## config.mk

```make
export PLATFORM = sky130hd
export DESIGN_NAME = mem_access_unit
export DESIGN_NICKNAME = d
export VERILOG_FILES = /design/src/rtl/mem_access_unit_pkg.sv /design/src/rtl/mem_access_unit_load_align.sv /design/src/rtl/mem_access_unit.sv
export SDC_FILE = /design/constraint.sdc
export NUM_CORES = 1
export LEC_CHECK = 0
export ABC_AREA = 1
export CORE_MARGIN = 2
export CORE_UTILIZATION = 42
export DETAILED_ROUTE_END_ITERATION = 16
export GPL_TIMING_DRIVEN = 1
export PLACE_DENSITY_LB_ADDON = 0.12
export SLEW_MARGIN = 20
export SYNTH_ARGS = -nofsm -noshare
export SYNTH_HDL_FRONTEND = slang
export SYNTH_SLANG_ARGS = --single-unit
```

## constraint.sdc

```tcl
create_clock -name clk -period 6.4 [get_ports clk]
set_clock_uncertainty 0.1 [all_clocks]
set_input_delay 1.28 -clock clk [delete_from_list [all_inputs] [get_ports clk]]
set_output_delay 1.28 -clock clk [all_outputs]
set_load 0.01 [all_outputs]
```

## src/rtl/mem_access_unit_pkg.sv

```systemverilog
// rtl/mem_access_unit_pkg.sv - shared codes and helpers for the memory access unit
// Purpose: request size codes, RAM mode codes, FSM state encoding and
//          small size/alignment helper functions.
package mem_access_unit_pkg;

   localparam logic [1:0] SIZE_BYTE = 2'b00;
   localparam logic [1:0] SIZE_HALF = 2'b01;
   localparam logic [1:0] SIZE_WORD = 2'b10;
   localparam logic [1:0] SIZE_ILL  = 2'b11;

   localparam logic [1:0] MODE_BYTE = 2'b00;
   localparam logic [1:0] MODE_HALF = 2'b01;
   localparam logic [1:0] MODE_WORD = 2'b10;

   typedef enum logic [1:0] {
      ST_IDLE    = 2'b00,
      ST_ISSUE   = 2'b01,
      ST_CAPTURE = 2'b10,
      ST_RESP    = 2'b11
   } state_t;

   // Number of bytes touched by an access; 0 for the illegal size code.
   function automatic logic [2:0] size_bytes(input logic [1:0] size);
      logic [2:0] n;
      case (size)
         SIZE_BYTE: n = 3'd1;
         SIZE_HALF: n = 3'd2;
         SIZE_WORD: n = 3'd4;
         default:   n = 3'd0;
      endcase
      return n;
   endfunction

   // Half not on an even address, or word not on a 4-byte boundary.
   function automatic logic is_misaligned(input logic [1:0] size, input logic [1:0] offset);
      logic m;
      case (size)
         SIZE_HALF: m = offset[0];
         SIZE_WORD: m = (offset != 2'b00);
         default:   m = 1'b0;
      endcase
      return m;
   endfunction

   // True when the access crosses into the next 32-bit word.
   function automatic logic spans_words(input logic [1:0] size, input logic [1:0] offset);
      return (({1'b0, offset} + size_bytes(size)) > 3'd4);
   endfunction

endpackage

```

## src/rtl/mem_access_unit_load_align.sv

```systemverilog
// rtl/mem_access_unit_load_align.sv - load byte selection and sign/zero extension
// Purpose: picks the addressed bytes out of the two-word assembly register
//          and extends them to 32 bits (little-endian).
// Ports:
//   asm_data    in  64  {word1, word0} as read from the RAM
//   offset      in  2   byte offset of the access within word0
//   size        in  2   access size code
//   unsigned_ld in  1   1 = zero-extend, 0 = sign-extend
//   rdata       out 32  extended load result
module load_align_ext
   import mem_access_unit_pkg::*;
(
   input  logic [63:0] asm_data,
   input  logic [1:0]  offset,
   input  logic [1:0]  size,
   input  logic        unsigned_ld,
   output logic [31:0] rdata
);

   logic [31:0] shifted;

   always_comb begin
      shifted = 32'(asm_data >> {offset, 3'b000});
      rdata   = 32'd0;
      case (size)
         SIZE_BYTE: rdata = {{24{~unsigned_ld & shifted[7]}}, shifted[7:0]};
         SIZE_HALF: rdata = {{16{~unsigned_ld & shifted[15]}}, shifted[15:0]};
         SIZE_WORD: rdata = shifted;
         default:   rdata = 32'd0;
      endcase
   end

endmodule

```

## src/rtl/mem_access_unit.sv

```systemverilog
// rtl/mem_access_unit.sv - load/store bridge between CPU and byte-addressable data RAM
// Purpose: accepts one load/store at a time, drives registered RAM beats,
//          splits word-crossing loads and misaligned stores, returns
//          extended load data and an error flag.
// Ports:
//   clk, clr                  clock, async active-high reset
//   req/we/size/unsigned_ld/addr/wdata   request (accepted when ready=1)
//   ready                     idle, able to accept
//   resp_valid/rdata/resp_err one-cycle completion with data and error
//   ram_addr/ram_din/ram_mode/ram_str/ram_sel/ram_ld   RAM controls (registered)
//   ram_dout                  RAM read data, valid the cycle after select
module mem_access_unit
   import mem_access_unit_pkg::*;
#(
   parameter int ADDR_WIDTH       = 5,
   parameter bit ALLOW_MISALIGNED = 1'b1
)
(
   input  logic                  clk,
   input  logic                  clr,
   input  logic                  req,
   input  logic                  we,
   input  logic [1:0]            size,
   input  logic                  unsigned_ld,
   input  logic [31:0]           addr,
   input  logic [31:0]           wdata,
   output logic                  ready,
   output logic                  resp_valid,
   output logic [31:0]           rdata,
   output logic                  resp_err,
   output logic [ADDR_WIDTH-1:0] ram_addr,
   output logic [31:0]           ram_din,
   output logic [1:0]            ram_mode,
   output logic                  ram_str,
   output logic                  ram_sel,
   output logic                  ram_ld,
   input  logic [31:0]           ram_dout
);

   localparam logic [ADDR_WIDTH-1:0] WORD_MASK = ~ADDR_WIDTH'(3);

   state_t                  state_q, state_d;
   logic                    we_q, uns_q, err_q;
   logic [1:0]              size_q;
   logic [ADDR_WIDTH-1:0]   addr_q;
   logic [31:0]             wdata_q;
   logic [1:0]              beat_q, beat_d;
   logic [63:0]             asm_q;
   logic [31:0]             rdata_q;

   // Request validation on the live inputs (used only in IDLE).
   logic [32:0]             last_byte;
   logic                    out_of_range, req_err;

   // Transaction fields: live inputs while accepting, latched copies after.
   logic                    idle;
   logic                    t_we;
   logic [1:0]              t_size;
   logic [ADDR_WIDTH-1:0]   t_addr;
   logic [31:0]             t_wdata;
   logic                    t_mis;

   logic [2:0]              store_beats;
   logic                    load_spans;

   logic [ADDR_WIDTH-1:0]   ram_addr_d;
   logic [31:0]             ram_din_d;
   logic [1:0]              ram_mode_d;

   logic [31:0]             align_rdata, resp_rdata;

   assign ram_ld = 1'b1;

   assign last_byte    = {1'b0, addr} + 33'(size_bytes(size)) - 33'd1;
   assign out_of_range = |last_byte[32:ADDR_WIDTH];
   assign req_err      = (size == SIZE_ILL) || out_of_range ||
                         (is_misaligned(size, addr[1:0]) && !ALLOW_MISALIGNED);

   assign idle    = (state_q == ST_IDLE);
   assign t_we    = idle ? we : we_q;
   assign t_size  = idle ? size : size_q;
   assign t_addr  = idle ? addr[ADDR_WIDTH-1:0] : addr_q;
   assign t_wdata = idle ? wdata : wdata_q;
   assign t_mis   = is_misaligned(t_size, t_addr[1:0]);

   assign store_beats = is_misaligned(size_q, addr_q[1:0]) ? size_bytes(size_q) : 3'd1;
   assign load_spans  = spans_words(size_q, addr_q[1:0]);

   // Next-state logic
   always_comb begin
      state_d = state_q;
      beat_d  = beat_q;
      case (state_q)
         ST_IDLE: begin
            if (req) begin
               beat_d  = 2'd0;
               state_d = req_err ? ST_RESP : ST_ISSUE;
            end
         end
         ST_ISSUE: begin
            if (!we_q) begin
               state_d = ST_CAPTURE;
            end else if (({1'b0, beat_q} + 3'd1) < store_beats) begin
               state_d = ST_ISSUE;
               beat_d  = beat_q + 2'd1;
            end else begin
               state_d = ST_RESP;
            end
         end
         ST_CAPTURE: begin
            if (load_spans && (beat_q == 2'd0)) begin
               state_d = ST_ISSUE;
               beat_d  = 2'd1;
            end else begin
               state_d = ST_RESP;
            end
         end
         ST_RESP: state_d = ST_IDLE;
         default: state_d = ST_IDLE;
      endcase
   end

   // RAM beat contents for the beat about to be issued (index beat_d).
   // Loads always read whole aligned words; misaligned stores go byte by byte.
   always_comb begin
      ram_addr_d = t_addr;
      ram_din_d  = 32'd0;
      ram_mode_d = MODE_WORD;
      if (!t_we) begin
         ram_addr_d = (t_addr & WORD_MASK) + ADDR_WIDTH'({beat_d, 2'b00});
         ram_mode_d = MODE_WORD;
      end else if (t_mis) begin
         ram_addr_d = t_addr + ADDR_WIDTH'(beat_d);
         ram_din_d  = (t_wdata >> {beat_d, 3'b000}) & 32'h0000_00FF;
         ram_mode_d = MODE_BYTE;
      end else begin
         ram_addr_d = t_addr;
         ram_din_d  = t_wdata;
         ram_mode_d = t_size;
      end
   end

   always_ff @(posedge clk or posedge clr) begin
      if (clr) begin
         state_q  <= ST_IDLE;
         we_q     <= 1'b0;
         uns_q    <= 1'b0;
         err_q    <= 1'b0;
         size_q   <= SIZE_BYTE;
         addr_q   <= '0;
         wdata_q  <= 32'd0;
         beat_q   <= 2'd0;
         asm_q    <= 64'd0;
         rdata_q  <= 32'd0;
         ram_addr <= '0;
         ram_din  <= 32'd0;
         ram_mode <= MODE_WORD;
         ram_str  <= 1'b0;
         ram_sel  <= 1'b0;
      end else begin
         state_q <= state_d;
         beat_q  <= beat_d;
         if (idle && req) begin
            we_q    <= we;
            uns_q   <= unsigned_ld;
            size_q  <= size;
            addr_q  <= addr[ADDR_WIDTH-1:0];
            wdata_q <= wdata;
            err_q   <= req_err;
            asm_q   <= 64'd0;
         end
         if (state_q == ST_CAPTURE) begin
            if (beat_q == 2'd0) asm_q[31:0]  <= ram_dout;
            else                asm_q[63:32] <= ram_dout;
         end
         if (state_q == ST_RESP) rdata_q <= resp_rdata;
         ram_sel <= (state_d == ST_ISSUE);
         ram_str <= (state_d == ST_ISSUE) && t_we;
         if (state_d == ST_ISSUE) begin
            ram_addr <= ram_addr_d;
            ram_din  <= ram_din_d;
            ram_mode <= ram_mode_d;
         end
      end
   end

   load_align_ext u_load_align_ext (
      .asm_data    (asm_q),
      .offset      (addr_q[1:0]),
      .size        (size_q),
      .unsigned_ld (uns_q),
      .rdata       (align_rdata)
   );

   // Stores and rejected requests return zero data.
   assign resp_rdata = (err_q || we_q) ? 32'd0 : align_rdata;

   assign ready      = idle;
   assign resp_valid = (state_q == ST_RESP);
   assign resp_err   = (state_q == ST_RESP) && err_q;
   assign rdata      = (state_q == ST_RESP) ? resp_rdata : rdata_q;

endmodule

```

# Word level (Yosys, flattened, before mapping)
# Cells that the tools add are included.
[word_totals]
word_cells = 86
in_bits = 103
register_bits = 183
output_inout_bits = 77
[classes]
muxes = 33
shifts = 2
eq_ne = 11
add_sub_neg = 7
n_lt_le_gt_ge = 2
bitwise_logic = 3
reduce_logical = 13
[ops]
columns = ["op", "count"]
rows = [
  ["two-way mux 32 bit", 7],
  ["two-way mux 64 bit", 2],
  ["one-hot mux 32 bit (3 select lines)", 1],
  ["right shift 64 x 5 -> 32 bit", 1],
  ["adder 32 x 3 -> 33 bit", 1],
  ["subtractor 33 x 1 -> 33 bit (second input constant)", 1],
  ["right shift 32 x 5 -> 8 bit", 1],
  ["OR reduction 28 bit", 1],
  ["two-way mux 2 bit", 12],
  ["one-hot mux 3 bit (3 select lines)", 2],
  ["two-way mux 5 bit", 3],
  ["equality test 2 bit (second input constant)", 6],
  ["equality test 2 x 1 -> 1 bit (second input constant)", 5],
  ["zero test 2 bit", 4],
  ["one-hot mux 2 bit (4 select lines)", 1],
  ["one-hot mux 2 bit (3 select lines)", 1],
  ["adder 5 x 2 -> 5 bit", 1],
  ["adder 5 x 4 -> 5 bit", 1],
  ["logical AND 1 bit", 4],
  ["one-hot mux 1 bit (2 select lines)", 2],
  ["nonzero test 2 bit", 2],
  ["adder 2 x 1 -> 3 bit (second input constant)", 1],
  ["adder 2 x 3 -> 3 bit", 1],
  ["greater-than comparator 3 bit (second input constant)", 1],
  ["other kinds (7)", 9],
]

# Logic depth before layout (Yosys ltp)
[logic_depth]
depth_word = 11
mapped_depth = 26

# Hierarchy
# Synthesis repeated with hierarchy kept, for this count alone.
[unflattened]
hier_cells = 1929
area_unflattened_um2 = 12791.0
[modules_own_cells]
columns = ["module", "area_per_inst_um2", "seq_area_each_um2", "cells_each", "n_inst"]
rows = [
  ["mem_access_unit", 11330.9, 4580.6, 1627, 1],
  ["load_align_ext", 1460.2, 0.0, 302, 1],
]

# Least setup slack after synthesis
# OpenSTA, ideal clock, no wires.
[synth_path]
kind = "register to register"
start = "register size_q[0]"
end = "register ram_addr[4]"
period_less_slack_ns = 3.631
path_buffers = 2
arrival_ns = 3.414
path_stages_with_launch = 25
setup_slack_ns = 2.769
setup_ns = 0.117
cell_sequence = "dfrtp_1 > inv_1 > ha_1 > buf_4 > nor2_4 > nor2_1 > and2_1 > nand2_1 > ha_1 > a21oi_1 > nand3_1 > nand2_1 > nand3_1 > nand2_2 > nand2_2 > buf_6 > inv_1 > ha_1 > inv_1 > fa_1 > nor2_1 > a22oi_1 > xnor2_1 > nand4_1 > nand2_1"
[synth_via]
elab_chain_cells = 10
word_cells_on_any_way = 27
cone_classes = "add/sub: 3; order compare: 2; eq/ne: 5; mux: 15; reduce/logical: 2"
[synth_lines]
columns = ["element", "line", "rtl"]
rows = [
  ["start, declared", "mem_access_unit.sv:44", "logic [1:0] size_q;"],
  ["start signal, assigned", "mem_access_unit.sv:166", "size_q <= size;"],
  ["equality test 2 bit, or another cell as far along", "mem_access_unit_pkg.sv:25, mem_access_unit_pkg.sv:37", ""],
  ["one-hot mux 3 bit (3 select lines) or one-hot mux 1 bit (2 select lines) (tied branches)", "mem_access_unit_pkg.sv:25, mem_access_unit_pkg.sv:37", ""],
  ["adder 2 x 3 -> 3 bit or two-way mux 3 bit (tied branches)", "mem_access_unit_pkg.sv:47, mem_access_unit.sv:86", ""],
  ["greater-than comparator 3 bit or < comparator 3 bit (tied branches)", "mem_access_unit_pkg.sv:47, mem_access_unit.sv:103", ""],
  ["logical AND 1 bit or two-way mux 2 bit (tied branches)", "mem_access_unit.sv:111, mem_access_unit.sv:103", ""],
  ["two-way mux 2 bit, on equally long branches", "mem_access_unit.sv:111, mem_access_unit.sv:101", ""],
  ["one-hot mux 2 bit (3 select lines) (*)", "mem_access_unit.sv:93", "case (state_q)"],
  ["named net beat_d[0]", "mem_access_unit.sv:47", "logic [1:0] beat_q, beat_d;"],
  ["adder 5 x 2 -> 5 bit", "mem_access_unit.sv:133", "ram_addr_d = t_addr + ADDR_WIDTH'(beat_d);"],
  ["two-way mux 5 bit", "mem_access_unit.sv:132", "end else if (t_mis) begin"],
  ["two-way mux 5 bit (*)", "mem_access_unit.sv:129", "if (!t_we) begin"],
  ["end signal, assigned", "mem_access_unit.sv:180", "ram_addr <= ram_addr_d;"],
  ["end, declared", "mem_access_unit.sv:31", "output logic [ADDR_WIDTH-1:0] ram_addr,"],
]
# The timed path passes the listed nets; every way through them passes the cells marked *.
# A chain may end at the register's enable or synchronous reset.

# Worst setup path in the final report
[layout_path]
start = "register addr_q[0]"
end = "output rdata[31]"
[layout_via]
elab_chain_cells = 5
word_cells_on_any_way = 6
cone_classes = "shift: 1; mux: 3; bitwise: 2"
[layout_lines]
columns = ["element", "line", "rtl"]
rows = [
  ["start, declared", "mem_access_unit.sv:45", "logic [ADDR_WIDTH-1:0] addr_q;"],
  ["start signal, assigned", "mem_access_unit.sv:167", "addr_q <= addr[ADDR_WIDTH-1:0];"],
  ["right shift 64 x 5 -> 32 bit (*)", "mem_access_unit_load_align.sv:23", "shifted = 32'(asm_data >> {offset, 3'b000});"],
  ["AND 1 bit, on equally long branches", "mem_access_unit_load_align.sv:27, mem_access_unit_load_align.sv:26", ""],
  ["one-hot mux 32 bit (3 select lines) (*)", "mem_access_unit_load_align.sv:25", "case (size)"],
  ["two-way mux 32 bit (*)", "mem_access_unit.sv:196", "assign resp_rdata = (err_q || we_q) ? 32'd0 : align_rdata;"],
  ["two-way mux 32 bit (*)", "--", ""],
  ["end, declared", "mem_access_unit.sv:29", "output logic [31:0] rdata,"],
]
# Every way passes the cells marked *; elsewhere a longest branch is shown, timed or not.

==> metrics.md <==
| Metric | Value |
|---|---|
| CTS Sinks | `175` |
| FF-to-FF setup slack | `1.69 ns` |
| Post-synth EDFFs | `0` |
| Final nets | `2009` |
| Cell Rows | `61` |
| Final setup viols | `0` |
| Most numerous cell in the Yosys netlist | `nand2_1` |
| Wirelength per Cell | `15.7 um` |
| Maximum number of pins on one net before global-route repair | `92` |
| Pre-CTS WS | `1.42 ns` |
| DR pass1 iterations | `6` |
| Final Cycle Share | `0.848` |
| Slowest stage delay, CP | `0.62 ns` |
| CTS Buffer Depth | `2` |
| FF+latch area | `4380 um^2` |
| Worst path cell trace | `buf_4 -> inv_1 -> buf_4 -> nand2_1 -> nand2_1 -> inv_1 -> o21ai_0 -> nand3_1 -> o21ai_1 -> a21oi_1 -> o21ai_0 -> clkdlybuf4s50_1` |
| Worst hold path type | `reg2reg` |
| TritonCTS Buffers | `17` |
| # H-tree levels | `4` |
| Syn Nets | `1883` |
| Share of post-route cells with drive strength above 1 | `0.0461` |
| # Post-CTS Setup Buffers | `0` |
| I/O Buffers | `178` |
| Pleak | `7.22 nW` |
| CP max FO | `49` |
| VDD IR max | `219 uV` |
| Commonest cells in the netlist | `nand2_1 (493), inv_1 (233), o21ai_0 (183)` |
| Hold EP | `ram_din[27]$_DFFE_PP0N_` |
| Die H | `172 um` |
| Async SR Flop Fraction | `1.00` |
| Vias in the first global route | `10500` |
| RR Startpoint | `size_q[0]$_DFFE_PP0P_` |
| Post-route ant nets | `0` |
| Worst r2r path cells | `22` |
| Initial Util | `0.426` |
| First-pass GRT wire length | `56.3 mm` |
| Initial antenna violation count | `1` |
| Max_slew headroom | `0.376` |
| Worst skew pair latency | `0.43 ns` |
| Multi-input gate area | `6160 um^2` |
| Slowest stage cell, crit path | `clkdlybuf4s50_1` |
| Top-area cell type share of the netlist area | `0.368` |
| Main synth FF type | `dfrtp_1` |
| Root Buffer | `clkbuf_16` |
| Critical path type | `reg2out` |
| Reg2reg end | `ram_addr[4]$_DFFE_PP0N_` |
| Clock transition at the registers of the reported paths | `0.08 ns` |
| Vias | `11700` |
| Fmax | `0.184 GHz` |
| Worst setup margin | `0.976 ns` |
| RSZ-0062 raised after global routing | `no` |
| Setup crit start kind | `flop` |
| Final Critical Period | `5.42 ns` |
| Number of remaining DRC errors | `0` |
| Die Wd | `172 um` |
| PD cells | `475 nW/um^2` |
| Synth warn | `0` |
| Cell area after synthesis | `11800 um^2` |
| Hold Startpoint | `ram_din[27]$_DFFE_PP0N_` |
| WHS Path Cells | `2` |
| Core footprint | `27800 um^2` |
| Worst-Margin Slew | `0.930 ns` |
| Vias per inst | `5.22` |
| Max-slew violations | `0` |
| Register area share after synthesis | `0.370` |
| Initial DRC count | `1110` |
| IO Pins | `180` |
| Post-Route WL | `35.2 mm` |
| Post-Route Utilization | `0.521` |
| Crit. End Element | `primary output` |
| Area Growth Syn to Fin | `22.2%` |
| Cell count after synthesis | `1729` |
| GP Congestion | `0.956` |
| CTS resizes | `0` |
| Register bit count reported by yosys | `175` |
| CTS tree | `built` |
| Grt ovf | `0` |
| Die area | `29600 um^2` |
| Final Hold Viols | `0` |
| Distinct cell type count after synthesis | `50` |
| Mean Syn Cell Area | `6.85 um^2` |
| DP HPWL | `26.9 mm` |
| Top area cells in the synthesized netlist | `dfrtp_1 (37%), nand2_1 (16%), o21ai_0 (7.7%)` |
| Post-synth top area cell | `dfrtp_1` |
| GRT Util Overall | `0.242` |
| Post-route setup TNS | `0 ns` |
| Crit path required time | `5.02 ns` |
| Status | `completed` |
| Max_cap viols | `0` |
| CP arrival | `4.04 ns` |
| Overall power | `6.88 mW` |
| Fillers | `2796` |
| Hold buffer count at CTS | `0` |
[area by class of cell]
| cell class | instances | share of cell area |
|---|---|---|
| well taps | 378 | 0.0327 |
| clock buffers | 17 | 0.0294 |
| flip-flops and latches | 175 | 0.302 |
| inverters | 244 | 0.0636 |
| diodes | 1 | 0.000173 |
| repair buffers | 196 | 0.132 |
| clock inverters | 14 | 0.0137 |
| multi-input cells | 1221 | 0.426 |
[worst max-delay path by stage]
stage | startpoint | end | slack, ns | depth (start not counted)
6_report | addr_q[0]$_DFFE_PP0P_ | rdata[31] | 0.98 | 12
5_1_grt | addr_q[1]$_DFFE_PP0P_ | rdata[31] | 0.55 | 8
4_1_cts | addr_q[0]$_DFFE_PP0P_ | rdata[31] | 0.94 | 12
3_5_place_dp | addr_q[0]$_DFFE_PP0P_ | rdata[24] | 1.42 | 12
3_3_place_gp | addr_q[0]$_DFFE_PP0P_ | rdata[16] | 1.43 | 12
2_1_floorplan | clr | addr_q[0]$_DFFE_PP0P_ | 0.28 | 1
[critical path: cells and delay by family (launching register included)]
family,cells,cell delay (ns)
DFF,1,0.39
buffers and inverters,5,1.26
AOI/OAI and AO/OA,4,1.49
and+or+nand+nor,3,0.47
[power breakdown]
part | switching (mW) | internal (mW)
Combinational | 2.59 | 1.36
Clock | 0.513 | 0.597
Sequential | 0.257 | 1.57
Total | 3.36 | 3.53
[through the flow]
step,std cells,area [um^2],hold WS (ns)
after detailed placement,2214,13900,0.358
after CTS,2245,14500,0.373
after global routing,2246,14500,0.395
final,2246,14500,0.371
after global placement,2214,13900,0.354
after floorplan,1729,11800,0.341
[placed cells by master (no fill, tap or decap), drive strengths merged, types with 2 or more instances in the layout]
cell / Yosys / final
a211oi: 2 / 2
a21o: 3 / 3
a21oi: 67 / 67
a221o: 7 / 7
a22o: 9 / 9
a22oi: 8 / 8
a32o: 8 / 8
and2: 2 / 2
buf: 28 / 18
bufinv: 0 / 2
clkbuf: 61 / 17
clkdlybuf4s50: 0 / 178
clkinv: 1 / 6
dfrtp: 174 / 174
fa: 3 / 3
ha: 48 / 48
inv: 243 / 249
nand2: 498 / 498
nand3: 148 / 148
nand3b: 10 / 10
nand4: 45 / 45
nor2: 100 / 100
nor3: 32 / 32
o211ai: 3 / 3
o21ai: 190 / 190
o21bai: 6 / 6
o22ai: 15 / 15
or2: 6 / 6
xnor2: 3 / 3
xor2: 2 / 2
[flip-flops by register name, summed over array words and instances, names as in the netlist, 2 cells and up]
register	flops
ram_mode	2
wdata_q	32
beat_q	2
ram_addr	5
addr_q	5
rdata_q	32
size_q	2
asm_q	56
state_q	2
ram_din	32
[cells by family (layout without fill, tap and decap cells)]
logic type | count (synthesis) | in the layout | synth area share
simple gates | 843 | 843 | 0.307
flops | 175 | 175 | 0.370
mux | 1 | 1 | 0.000845
xor+xnor | 5 | 5 | 0.00370
other cells | 1 | 2 | 0.000317
buf+inv | 333 | 471 | 0.111
fa+ha+maj | 51 | 51 | 0.0558
compound gates | 320 | 320 | 0.152
[layer usage]
| layer | global-route usage | wire, um | up-vias |
|---|---|---|---|
| li1 | - | - | 5881 |
| met1 | 0.370 | 17300 | 5457 |
| met2 | 0.364 | 15500 | 356 |
| met3 | 0.0330 | 1990 | 32 |
| met5 | 0 | 0 | - |
| met4 | 0.0508 | 427 | 0 |
Power figures use the tool's default switching activity.
